===== src/rtl/piece_queue.sv =====
// piece_queue: next-piece buffer downstream of the shape randomiser.
//
// Samples the free-running 3-bit shape_id into a shift-register FIFO of
// upcoming tetromino IDs (0..6). The game FSM pops the head with take. All
// queued entries are exposed on preview_ids, with the head at bits [2:0].
//
// Optional feature: define PQ_NO_REPEAT_EN to reject samples that repeat the
// last pushed piece. After MAX_REROLL consecutive rejections, the next legal
// sample is accepted even if it repeats.
//
// Ports:
//   clock        system clock, rising edge
//   reset        synchronous, active-high; clears the queue
//   shape_id     candidate piece from randomiser (7 is illegal)
//   take         single-cycle pop request
//   piece_valid  queue non-empty
//   piece_id     head entry, 0 when empty
//   preview_ids  entry k at [3k+2:3k], k=0 is head; unused slots read 0
//   count        occupancy 0..DEPTH
//   bad_seen     sticky: shape_id==7 sampled since reset
//   issued       number of successful pops, wraps at 16 bits
module piece_queue #(
    parameter int DEPTH      = 3,
    parameter int CNT_W      = 4,
    parameter int MAX_REROLL = 3
) (
    input  logic                 clock,
    input  logic                 reset,
    input  logic [2:0]           shape_id,
    input  logic                 take,
    output logic                 piece_valid,
    output logic [2:0]           piece_id,
    output logic [3*DEPTH-1:0]   preview_ids,
    output logic [CNT_W-1:0]     count,
    output logic                 bad_seen,
    output logic [15:0]          issued
);

    typedef enum logic [1:0] {
        ST_EMPTY,
        ST_FILLING,
        ST_FULL
    } state_t;

    localparam logic [CNT_W-1:0] DEPTH_C = CNT_W'(DEPTH);

    state_t                 state, state_nxt;
    logic [DEPTH-1:0][2:0]  slots, slots_nxt;
    logic [CNT_W-1:0]       count_nxt;
    logic [CNT_W-1:0]       wr_idx;
    logic                   accept;
    logic                   legal;
    logic                   do_push;
    logic                   do_pop;

    assign legal   = (shape_id != 3'd7);
    assign do_pop  = take && (state != ST_EMPTY);
    // Push is gated on the pre-edge state, so a full queue with take only pops.
    assign do_push = (state != ST_FULL) && legal && accept;

`ifdef PQ_NO_REPEAT_EN
    localparam int RR_W = (MAX_REROLL < 1) ? 1 : $clog2(MAX_REROLL + 1);

    logic [2:0]      last_pushed;
    logic [RR_W-1:0] reroll_cnt;

    // last_pushed resets to 7 ("none") so the first legal sample never
    // matches.
    assign accept = (shape_id != last_pushed) ||
                    (reroll_cnt == RR_W'(MAX_REROLL));

    always_ff @(posedge clock) begin
        if (reset) begin
            last_pushed <= 3'd7;
            reroll_cnt  <= '0;
        end else if (do_push) begin
            last_pushed <= shape_id;
            reroll_cnt  <= '0;
        end else if (legal && (state != ST_FULL) && !accept) begin
            reroll_cnt  <= reroll_cnt + RR_W'(1);
        end
    end
`else
    assign accept = 1'b1;
`endif

    // Next-state and occupancy
    always_comb begin
        state_nxt = state;
        count_nxt = count;
        case ({do_push, do_pop})
            2'b10:   count_nxt = count + CNT_W'(1);
            2'b01:   count_nxt = count - CNT_W'(1);
            default: count_nxt = count;
        endcase
        case (state)
            ST_EMPTY:
                if (do_push) state_nxt = ST_FILLING;
            ST_FILLING:
                if (do_push && !do_pop && (count == DEPTH_C - CNT_W'(1)))
                    state_nxt = ST_FULL;
                else if (do_pop && !do_push && (count == CNT_W'(1)))
                    state_nxt = ST_EMPTY;
            ST_FULL:
                if (do_pop) state_nxt = ST_FILLING;
            default:
                state_nxt = ST_EMPTY;
        endcase
    end

    // Storage: shift down on pop, then write the new tail. When a push and a
    // pop happen together, the tail sits one slot lower after the shift.
    assign wr_idx = do_pop ? (count - CNT_W'(1)) : count;

    always_comb begin
        slots_nxt = slots;
        if (do_pop) begin
            for (int i = 0; i < DEPTH - 1; i++)
                slots_nxt[i] = slots[i+1];
            slots_nxt[DEPTH-1] = 3'd0;
        end
        for (int i = 0; i < DEPTH; i++)
            if (do_push && (wr_idx == CNT_W'(i)))
                slots_nxt[i] = shape_id;
    end

    always_ff @(posedge clock) begin
        if (reset) begin
            state    <= ST_EMPTY;
            slots    <= '0;
            count    <= '0;
            bad_seen <= 1'b0;
            issued   <= 16'd0;
        end else begin
            state <= state_nxt;
            slots <= slots_nxt;
            count <= count_nxt;
            if (!legal)
                bad_seen <= 1'b1;
            if (do_pop)
                issued <= issued + 16'd1;
        end
    end

    // Slots above the tail are always zero, so the raw storage is the preview.
    assign piece_valid = (state != ST_EMPTY);
    assign piece_id    = slots[0];
    assign preview_ids = slots;

endmodule


===== config.mk =====
export PLATFORM = sky130hd
export DESIGN_NAME = piece_queue
export DESIGN_NICKNAME = d
export VERILOG_FILES = /design/src/rtl/piece_queue.sv
export SDC_FILE = /design/constraint.sdc
export NUM_CORES = 1
export LEC_CHECK = 0
export BUFFER_PORTS_ARGS = -buffer_cell sky130_fd_sc_hd__buf_2
export CORE_ASPECT_RATIO = 0.7
export CORE_UTILIZATION = 53
export DETAILED_ROUTE_END_ITERATION = 16
export GPL_ROUTABILITY_DRIVEN = 0
export PLACE_DENSITY = 0.79
export SLEW_MARGIN = 0
export SYNTH_ARGS = -nofsm -noshare
export SYNTH_HDL_FRONTEND = slang
export SYNTH_SLANG_ARGS = --single-unit

===== constraint.sdc =====
create_clock -name clock -period 2.8 [get_ports clock]
set_input_delay 0.28 -clock clock [delete_from_list [all_inputs] [get_ports clock]]
set_output_delay 0.28 -clock clock [all_outputs]
set_load 0.02 [all_outputs]

---- Word-level counts from Yosys, hierarchy flattened ----
Index checks and enable logic that the tools add are counted.
storage, ports and cells
  register bits ........................... 32
  bits of input ports ..................... 6
cells by class
  $add $sub $neg .......................... 3
  equality and inequality tests ........... 13
  mux-type cells .......................... 11
  reduce and logical (&&, ||, !) cells .... 19
operators with widths
  kind                   count
  $add 16x1->16 const B  1
  $reduce_bool 2->1      5
  $logic_and 1x1->1      9
  $mux 3                 3
  $mux 9                 1
  $eq 4x1->1 const B     2
  $eq 4x2->1 const B     2
  $mux 2                 4
  $pmux 4 s2             1
  $ne 2x2->1 const B     3
  $ne 3x3->1 const B     2
  $pmux 2 s3             1
  $add 4x1->4 const B    1
  $eq 2x1->1 const B     2
  $eq 2x2->1 const B     2
  $logic_not 4->1        1
  $mux 4                 1
  $sub 4x1->4 const B    1
  $reduce_and 3->1       1
  $logic_not 1->1        2
  $logic_not 2->1        1

---- Depth between registers and ports, before layout ----
Gate-level depths: netlist of the first run.
  depth in word-level cells ............... 8
  depth in mapped cells ................... 9
  mapped depth without buffers ............ 9

---- Least setup slack after synthesis of the first run ----
Ideal clock, no wire load.
  kind .................................... reg2reg
  from .................................... reg count[0]
  to ...................................... reg slots, in the netlist preview_ids[3]
  library setup time ...................... 0.095 ns
  arrival ................................. 2.023 ns
  required time ........................... 2.705 ns
  setup slack ............................. 0.682 ns
  cell stages (with the launch flop) ...... 9
  buffers on the path ..................... 1
  clock period less this slack ............ 2.118 ns
  cell sequence ........................... dfxtp_1 -> buf_2 -> inv_1 -> ha_1 -> nor4b_1 -> mux2i_1 -> a221oi_2 -> nand2_1 -> a221oi_1
on the way
  word-level cells in the longest chain between the ends .. 5
ends and longest elaborated chain
  element                                             line  RTL
  start, declared                                     34    output logic [CNT_W-1:0] count,
  start signal, assigned                              137   count <= count_nxt;
  $sub 4x1->4                                         113   assign wr_idx = do_pop ? (count - CNT_W'(1)) : count;
  $mux 4 (*)                                          113
  $eq 4x1->1 (*)                                      123   if (do_push && (wr_idx == CNT_W'(i)))
  $logic_and 1x1->1 (*)                               123
  $mux 3 / $reduce_bool 2->1 (equally long branches)  -
  end signal, assigned                                136   slots <= slots_nxt;
  end, declared                                       48    logic [DEPTH-1:0][2:0] slots, slots_nxt;
Every way passes the cells marked *; elsewhere a longest branch is shown, timed or not.
A chain may end at the register's enable or synchronous reset.

---- Final worst setup path of the first run ----
Same ends and word-level chain as after synthesis.

==> impl_metrics.yaml, run 1 <==
logic_synthesis:
  syn_inst: 188
  seq_area_frac_synth_pct: 38.01
  ys_types: 39
  async_reset_ff_share_pct: 0
  ys.flop_type: "dfxtp_1"
  syn_avg_cell_area_um2: 8.965
  synth_area_leaders: "dfxtp_1, xor2_1, nor2_1, ha_1, mux2i_1"
  synth-edff-count: 0
  syn_area_mm2: 0.001685
  yosys.area.top_type: "dfxtp_1"
  synth_top_area_share_pct: 38.01
  synth-seq-cells: 32
  synthesis.nets: 201
  yosysWarnings: 0
critical_path:
  ff2ff_path_depth: 7
  required_ns: 2.98
  cp-endpoint: "preview_ids[3]"
  timing.rr.end: "preview_ids[3]"
  criticalPathCategory: "flop to flop"
  crit_start: "count[0]"
  r2r_setup_slack_ns: 0.40
  start_kind: "flop"
  cp_data_arrival_time_ns: 2.59
  end_kind: "flop"
  crit_fanout: 13
  rr_startpoint: "count[0]"
clocking:
  cts_setup_buffers: 0
  post_cts_resized: 0
  clk_latency_ns: 0.28
  clkTransAtPathRegs_ns: 0.06
  ctsHoldBuffers: 0
  clk_path_buf_depth: 2
  htree_levels: 2
  cts_tree: "done"
  cts_made_buffers: 5
  root_buffer: "clkbuf_8"
  clock-sinks: 32
timing:
  max_freq_ghz: 0.4160
  fin_crit_ns: 2.404
  fin_setup_tns_ns: 0
  fin_ws_ns: 0.3959
  hold_viol: 0
  finalClockSkew_ns: 0.003187
  hold_slack_ns: 0.2619
  relSlewSlack_pct: 60.88
  worst_pin_slew_ns: 0.5846
  slew_violations: 0
  setup_viol: 0
  fin_crit_sh_pct: 85.86
  rsz0062_at_grt: "false"
global_routing:
  grt_pass1_wl_mm: 6.334
  grt-ovfl-total: 0
  grt_max_degree: 33
  grt_pass1_vias: 1346
  grtUsageTotal_pct: 23.53
  antenna_found_initial: 0
layout:
  final_nets: 236
  final_cell_mix: "buf_2, dfxtp_1, nor2_1, xor2_1, nand2_1"
  n_antenna_cell: 0
  design_area_mm2: 0.001939
  fill_cells: 228
  fin_cells: 259
  drive_above_1_share_pct: 24.22
  final_common_cell: "buf_2"
  syn2layout_area_growth_pct: 15.07
placement:
  post-dp-hpwl_mm: 2.657
  pre_cts_ws_ns: 0.5117
  dp.cells: 252
  port_buffers: 39
  placed_area_mm2: 0.001862
die:
  die_h_um: 49.18
  die_area_mm2: 0.003413
  rows: 16
  io_pins: 40
  die_width_um: 69.40
  core_region_area_mm2: 0.002903
  start_util_pct: 58.06
routing:
  highest_layer: "met4"
  wire_per_inst_um: 14.15
  vias: 1453
  wl_mm: 3.666
  drt_pass1_iterations: 4
  wl_met2_mm: 1.607
  drc_errors: 0
  final_antenna_net_count: 0
  wl_met1_mm: 1.822
  wl_met3_um: 185
  drtIter0Drc: 147
  viasPerCell: 5.610
pwr:
  p_leak_uw: 0.0008853
  p_per_area_mw_per_mm2: 669.8
  vdd_ir_drop_max_v: 0.0005028
worst_hold_path:
  hold_path_class: "input port to flop"
run_status:
  outcome: "completed"
flow_run:
  drv_cap: 0
## metrics by stage
stage | utilization, % | power [µW]
after floorplan | - | 886.2
after global placement | 64.14 | 958.7
after detailed placement | 64.14 | 976.3
after CTS | 66.81 | 1301
after global routing | 66.81 | 1369
final | 66.81 | 1299
## sequential cells by signal, indices dropped and copies added (netlist names)
name,count
bad_seen,1
state,2
issued,16
preview_ids,6
count,4
piece_id,3
## power by group
part	internal, µW	leakage [µW]	total (µW)	switching [µW]
Sequential	501	0.000260	560	58.9
Combinational	161	0.000584	410	250
Clock	169	0.0000410	329	160
Total	830	0.000885	1300	469
## logic make-up after synthesis
kind of cell             Yosys count  synth area share (%)
AND/OR/NAND/NOR                   78                 24.06
flip-flops                        32                 38.01
AO/OA/AOI/OAI                     24                 11.58
buffers and inverters             19                 5.716
XOR/XNOR                          18                 9.354
multiplexers                      10                 6.088
adder cells (fa/ha/maj)            7                 5.196
## final cells by class
| cell class | instances | area (µm²) | share of cell area, % |
|---|---|---|---|
| clock buffer | 6 | 72.57 | 3.742 |
| tap | 36 | 45.04 | 2.323 |
| sequential | 32 | 640.6 | 33.03 |
| inverter | 8 | 32.53 | 1.677 |
| timing repair buffer | 39 | 195.2 | 10.06 |
| clock inverter | 1 | 5.005 | 0.2581 |
| multi-input combinational | 137 | 948.4 | 48.90 |
## worst max-delay path, cell delays in order (launching register included)
cell      delay [ns]
dfxtp_1         0.61
inv_1           0.14
ha_1            0.33
nor4b_1         0.35
mux2i_1         0.16
a221oi_2        0.32
nand2_1         0.14
a221oi_1        0.26
## metal layers
| layer | global-route usage (%) | vias up |
|---|---|---|
| met5 | 0 | - |
| met3 | 5.372 | 6 |
| met4 | 10.54 | 0 |
| met2 | 34.95 | 47 |
| met1 | 32.60 | 686 |
| li1 | - | 714 |
## cell usage after synthesis, types with 4 or more instances
cell type  instances
a211oi_1           7
a21oi_1            8
and2_1             4
inv_1              7
and3_1             6
xor2_1            14
ha_1               7
nand3b_1           4
dfxtp_1           32
nor2_1            27
xnor2_1            4
nand2_1           13
nand3_1            8
mux2i_1            8
## worst min path at each step
stage / startpoint / to / slack (ns) / cells past startpoint
3_5_place_dp: bad_seen / bad_seen / 0.45 / 2
5_1_grt: shape_id[1] / preview_ids[7] / 0.28 / 3
2_1_floorplan: reset / count[1] / 0.36 / 1
6_report: shape_id[2] / preview_ids[8] / 0.26 / 3
3_3_place_gp: bad_seen / bad_seen / 0.45 / 2
4_1_cts: shape_id[2] / preview_ids[8] / 0.26 / 3
No activity file was read; power rests on OpenSTA's default activity.
==> run 2, diff against run 1 <==
--- a/config.mk
+++ b/config.mk
@@ -6,11 +6,12 @@
 export NUM_CORES = 1
 export LEC_CHECK = 0
 export BUFFER_PORTS_ARGS = -buffer_cell sky130_fd_sc_hd__buf_2
-export CORE_ASPECT_RATIO = 0.7
+export CORE_ASPECT_RATIO = 1.4
 export CORE_UTILIZATION = 53
 export DETAILED_ROUTE_END_ITERATION = 16
 export GPL_ROUTABILITY_DRIVEN = 0
 export PLACE_DENSITY = 0.79
+export RECOVER_POWER = 25
 export SLEW_MARGIN = 0
 export SYNTH_ARGS = -nofsm -noshare
 export SYNTH_HDL_FRONTEND = slang
==> impl_metrics.yaml, run 2 (synthesis gave the netlist of run 1 again) <==
die:
  die_width_um: 49.66
  die_h_um: 68.73
  io_pins: 40
  core_region_area_mm2: 0.002935
  start_util_pct: 57.42
  die_area_mm2: 0.003413
  rows: 23
layout:
  regMostFlops: "issued"
  fill_cells: 278
  drive_above_1_share_pct: 17.41
  final_common_cell: "dfxtp_1"
  n_antenna_cell: 0
  fin_cells: 261
  largest_reg_flops: 16
  final_nets: 237
  final_cell_mix: "dfxtp_1, nor2_1, buf_2, clkbuf_1, xor2_1"
  syn2layout_area_growth_pct: 14.40
global_routing:
  grt-ovfl-total: 0
  antenna_found_initial: 0
  grt_max_degree: 33
  grtUsageTotal_pct: 22.19
  grt_pass1_vias: 1275
  grt_pass1_wl_mm: 5.664
routing:
  viasPerCell: 5.456
  drc_errors: 0
  drtIter0Drc: 36
  drt_pass1_iterations: 4
  vias: 1424
  wl_mm: 3.480
  wire_per_inst_um: 13.33
  final_antenna_net_count: 0
critical_path:
  criticalPathCategory: "flop to flop"
  path_cells: "inv_1 > ha_1 > nor3b_1 > mux2i_1 > a211oi_2 > a211oi_1 > a211oi_1"
  crit_start: "count[0]"
  cpPeakStageDelay_ns: 0.61
  crit_fanout: 13
  crit_top_cell: "a211oi_1"
  start_kind: "flop"
  required_ns: 2.99
  cp_data_arrival_time_ns: 2.44
  rr_startpoint: "count[0]"
  end_kind: "flop"
  crit_slowest_cell: "dfxtp_1"
timing:
  setup_viol: 0
  finalClockSkew_ns: 0.002712
  hold_viol: 0
  max_freq_ghz: 0.4427
  worst_pin_slew_ns: 1.305
  relSlewSlack_pct: 12.97
  rsz0062_at_grt: "false"
  fin_crit_ns: 2.259
  fin_crit_sh_pct: 80.68
  hold_slack_ns: 0.2537
  fin_setup_tns_ns: 0
  slew_violations: 0
pwr:
  p_per_area_mw_per_mm2: 666.7
  vdd_ir_drop_max_v: 0.0006365
  p_leak_uw: 0.0008258
flow_run:
  drv_cap: 0
clocking:
  cts_tree: "done"
  root_buffer: "clkbuf_8"
  cts_made_buffers: 5
  clk_path_buf_depth: 2
  clkTransAtPathRegs_ns: 0.06
  clock-sinks: 32
  ctsHoldBuffers: 0
  clk_latency_ns: 0.28
  cts_setup_buffers: 0
  htree_levels: 2
  post_cts_resized: 0
placement:
  dp.cells: 254
  post-dp-hpwl_mm: 2.421
  port_buffers: 39
worst_hold_path:
  min_from: "shape_id[2]"
  hold_path_class: "input port to flop"
run_status:
  outcome: "completed"
[run 2: metal layers]
| layer | track usage [%] | up-vias | wire length (µm) | share of wire, % |
|---|---|---|---|---|
| met5 | 0 | - | 0 | 0 |
| met1 | 23.92 | 673 | 1418 | 41 |
| met4 | 11.79 | 0 | 59 | 1.7 |
| li1 | - | 713 | - | - |
| met3 | 4.386 | 5 | 148 | 4.3 |
| met2 | 40.88 | 33 | 1853 | 53 |
[run 2: power by group]
group	switching, µW	internal (µW)
combinational	244	152
sequential	58.3	501
clock	162	169
[run 2: final cells by class]
type / count / area [µm²] / area share [%]
clock buffer: 6 / 72.57 / 3.764
clock inverter: 1 / 5.005 / 0.2596
inverter: 8 / 32.53 / 1.687
multi-input combinational: 137 / 948.4 / 49.19
sequential: 32 / 640.6 / 33.23
tap: 37 / 46.29 / 2.401
timing repair buffer: 40 / 182.7 / 9.474
[run 2: final timing paths]
path	to	depth (start not counted)	slack, ns
worst max-delay path	piece_id[1]	7	0.54
worst min-delay path	preview_ids[8]	3	0.25
worst max register to register	piece_id[1]	7	0.54
worst min register to register	bad_seen	2	0.45
[run 2: critical path: cells and delay by family, from the launching register on]
kind	cells	cell delay, ns
AOI/OAI and AO/OA	3	0.73
buffers and inverters	1	0.12
DFF	1	0.61
and+or+nand+nor	1	0.20
adders and majority gates	1	0.31
muxes	1	0.18
[run 2: per-stage QoR]
stage / setup slack (ns) / utilization, % / cell area, µm² / total power [µW]
after floorplan: 0.6820 / - / 1685 / 886.2
after global placement: 0.6677 / 63.73 / 1871 / 963.2
after detailed placement: 0.5578 / 63.73 / 1871 / 974.6
after CTS: 0.5488 / 66.37 / 1948 / 1309
after global routing: 0.2979 / 65.69 / 1928 / 1359
final: 0.5410 / 65.69 / 1928 / 1286
==> run 3, diff against run 2 <==
==> constraint.sdc (replaced) <==
create_clock -name clock -period 2.26 [get_ports clock]
set_input_delay 0.226 -clock clock [delete_from_list [all_inputs] [get_ports clock]]
set_output_delay 0.226 -clock clock [all_outputs]
set_load 0.02 [all_outputs]
==> impl_metrics.yaml, run 3 (synthesis gave the netlist of run 1 again) <==
run_status:
  outcome: "completed"
critical_path:
  end_kind: "flop"
  crit_fanout: 8
  cp_data_arrival_time_ns: 2.21
  start_kind: "flop"
  required_ns: 2.44
  criticalPathCategory: "flop to flop"
timing:
  hold_viol: 0
  rsz0062_at_grt: "false"
  relSlewSlack_pct: 8.937
  fin_crit_ns: 2.034
  setup_viol: 0
  worst_pin_slew_ns: 1.366
  max_freq_ghz: 0.4917
  fin_crit_sh_pct: 89.99
  hold_slack_ns: 0.2018
  fin_setup_tns_ns: 0
  finalClockSkew_ns: 0.003459
  slew_violations: 0
routing:
  wire_per_inst_um: 12.97
  viasPerCell: 5.395
  drc_errors: 0
  drtIter0Drc: 33
  final_antenna_net_count: 0
  vias: 1419
  drt_pass1_iterations: 4
  wl_mm: 3.412
layout:
  multiInputGateArea_um2: 948.4
  final_common_cell: "dfxtp_1"
  final_cell_mix: "dfxtp_1, nor2_1, buf_2, clkbuf_1, xor2_1"
  largest_reg_flops: 16
  final_core_util_pct: 66.41
  regMostFlops: "issued"
  ff_latch_area_um2: 641.9
  syn2layout_area_growth_pct: 15.66
  drive_above_1_share_pct: 18.14
  n_antenna_cell: 0
  fill_cells: 283
  final_nets: 238
pwr:
  p_per_area_mw_per_mm2: 842.1
  combPwrFrac_pct: 31.3
  seq_power_share_pct: 41.3
  p_leak_uw: 0.0008356
  power.switching_uw: 577.8
  intPower_uw: 1064
  swShare_pct: 35.20
  power.share.clock_pct: 27.4
  vdd_ir_drop_max_v: 0.0004756
worst_hold_path:
  hold_path_class: "input port to flop"
clocking:
  htree_levels: 2
  ctsHoldBuffers: 0
  clk_latency_ns: 0.28
  clock-sinks: 32
  cts_tree: "done"
  clkTransAtPathRegs_ns: 0.06
  clk_path_buf_depth: 2
  cts_made_buffers: 5
  root_buffer: "clkbuf_8"
global_routing:
  antenna_found_initial: 0
  grt_pass1_wl_mm: 5.575
  grt_pass1_vias: 1255
  grt-ovfl-total: 0
  grtUsageTotal_pct: 21.64
  grt_max_degree: 33
placement:
  post-dp-hpwl_mm: 2.371
  port_buffers: 39
die:
  start_util_pct: 57.42
  io_pins: 40
  die_area_mm2: 0.003413
  die_h_um: 68.73
  die_width_um: 49.66
  core_region_area_mm2: 0.002935
  rows: 23
flow_run:
  drv_cap: 0
## run 3: changes by cell type in the layout (fill, tap and decap cells not counted), sizes merged
| cell | change |
|---|---|
| clkbuf | +2 |
| buf | +1 |
| clkinv | -1 |
## run 3: final cells by class
type,instances,area share [%]
multi-input combinational,137,48.65
sequential,32,32.93
timing repair buffer,41,9.756
clock buffer,8,4.621
tap,37,2.375
inverter,8,1.669
## run 3: per-layer routing
layer  global-route usage [%]  wire length (µm)  up-vias
li1                         -                 -      717
met1                    24.39              1463      653
met2                    38.68              1743       43
met3                    5.921               152        6
met4                    8.571                52        0
met5                        0                 0        -
## run 3: through the flow
stage	cells	setup slack [ns]	total power [µW]	cell area [µm²]
2_1_floorplan	188	0.1420	1098	1685
3_3_place_gp	255	0.2496	1200	1878
3_5_place_dp	255	0.2059	1209	1878
4_1_cts	263	0.1335	1660	1968
5_1_grt	263	0.07700	1730	1949
6_report	263	0.2261	1642	1949
## run 3: power groups by stage
stage	clock, µW	sequential (µW)	combinational (µW)
finish	450	677	514
global route	481	686	563
CTS	458	673	529
detailed placement	0	686	524
global placement	0	684	516
floorplan	0	741	357
## run 3: critical path, cell delays in order, from the launching register on
cell and delay (ns):
dfxtp_2 0.39, inv_1 0.11, ha_1 0.28, nor3b_1 0.20
mux2i_1 0.17, a211oi_2 0.41, a211oi_1 0.11, a211oi_1 0.25
## run 3: repair_timing
action / 4_1_cts / 5_1_grt
setup endpoints to repair: 0 / 3
resized for setup: 0 / 1
setup buffers: 0 / 0
## run 3: worst paths after layout
| check | from | endpoint | slack, ns | depth (start not counted) |
|---|---|---|---|---|
| worst max-delay path | count[1] | piece_id[1] | 0.23 | 7 |
| worst min-delay path | shape_id[1] | preview_ids[7] | 0.20 | 3 |
| worst max register to register | count[1] | piece_id[1] | 0.23 | 7 |
| worst min register to register | bad_seen | bad_seen | 0.45 | 2 |
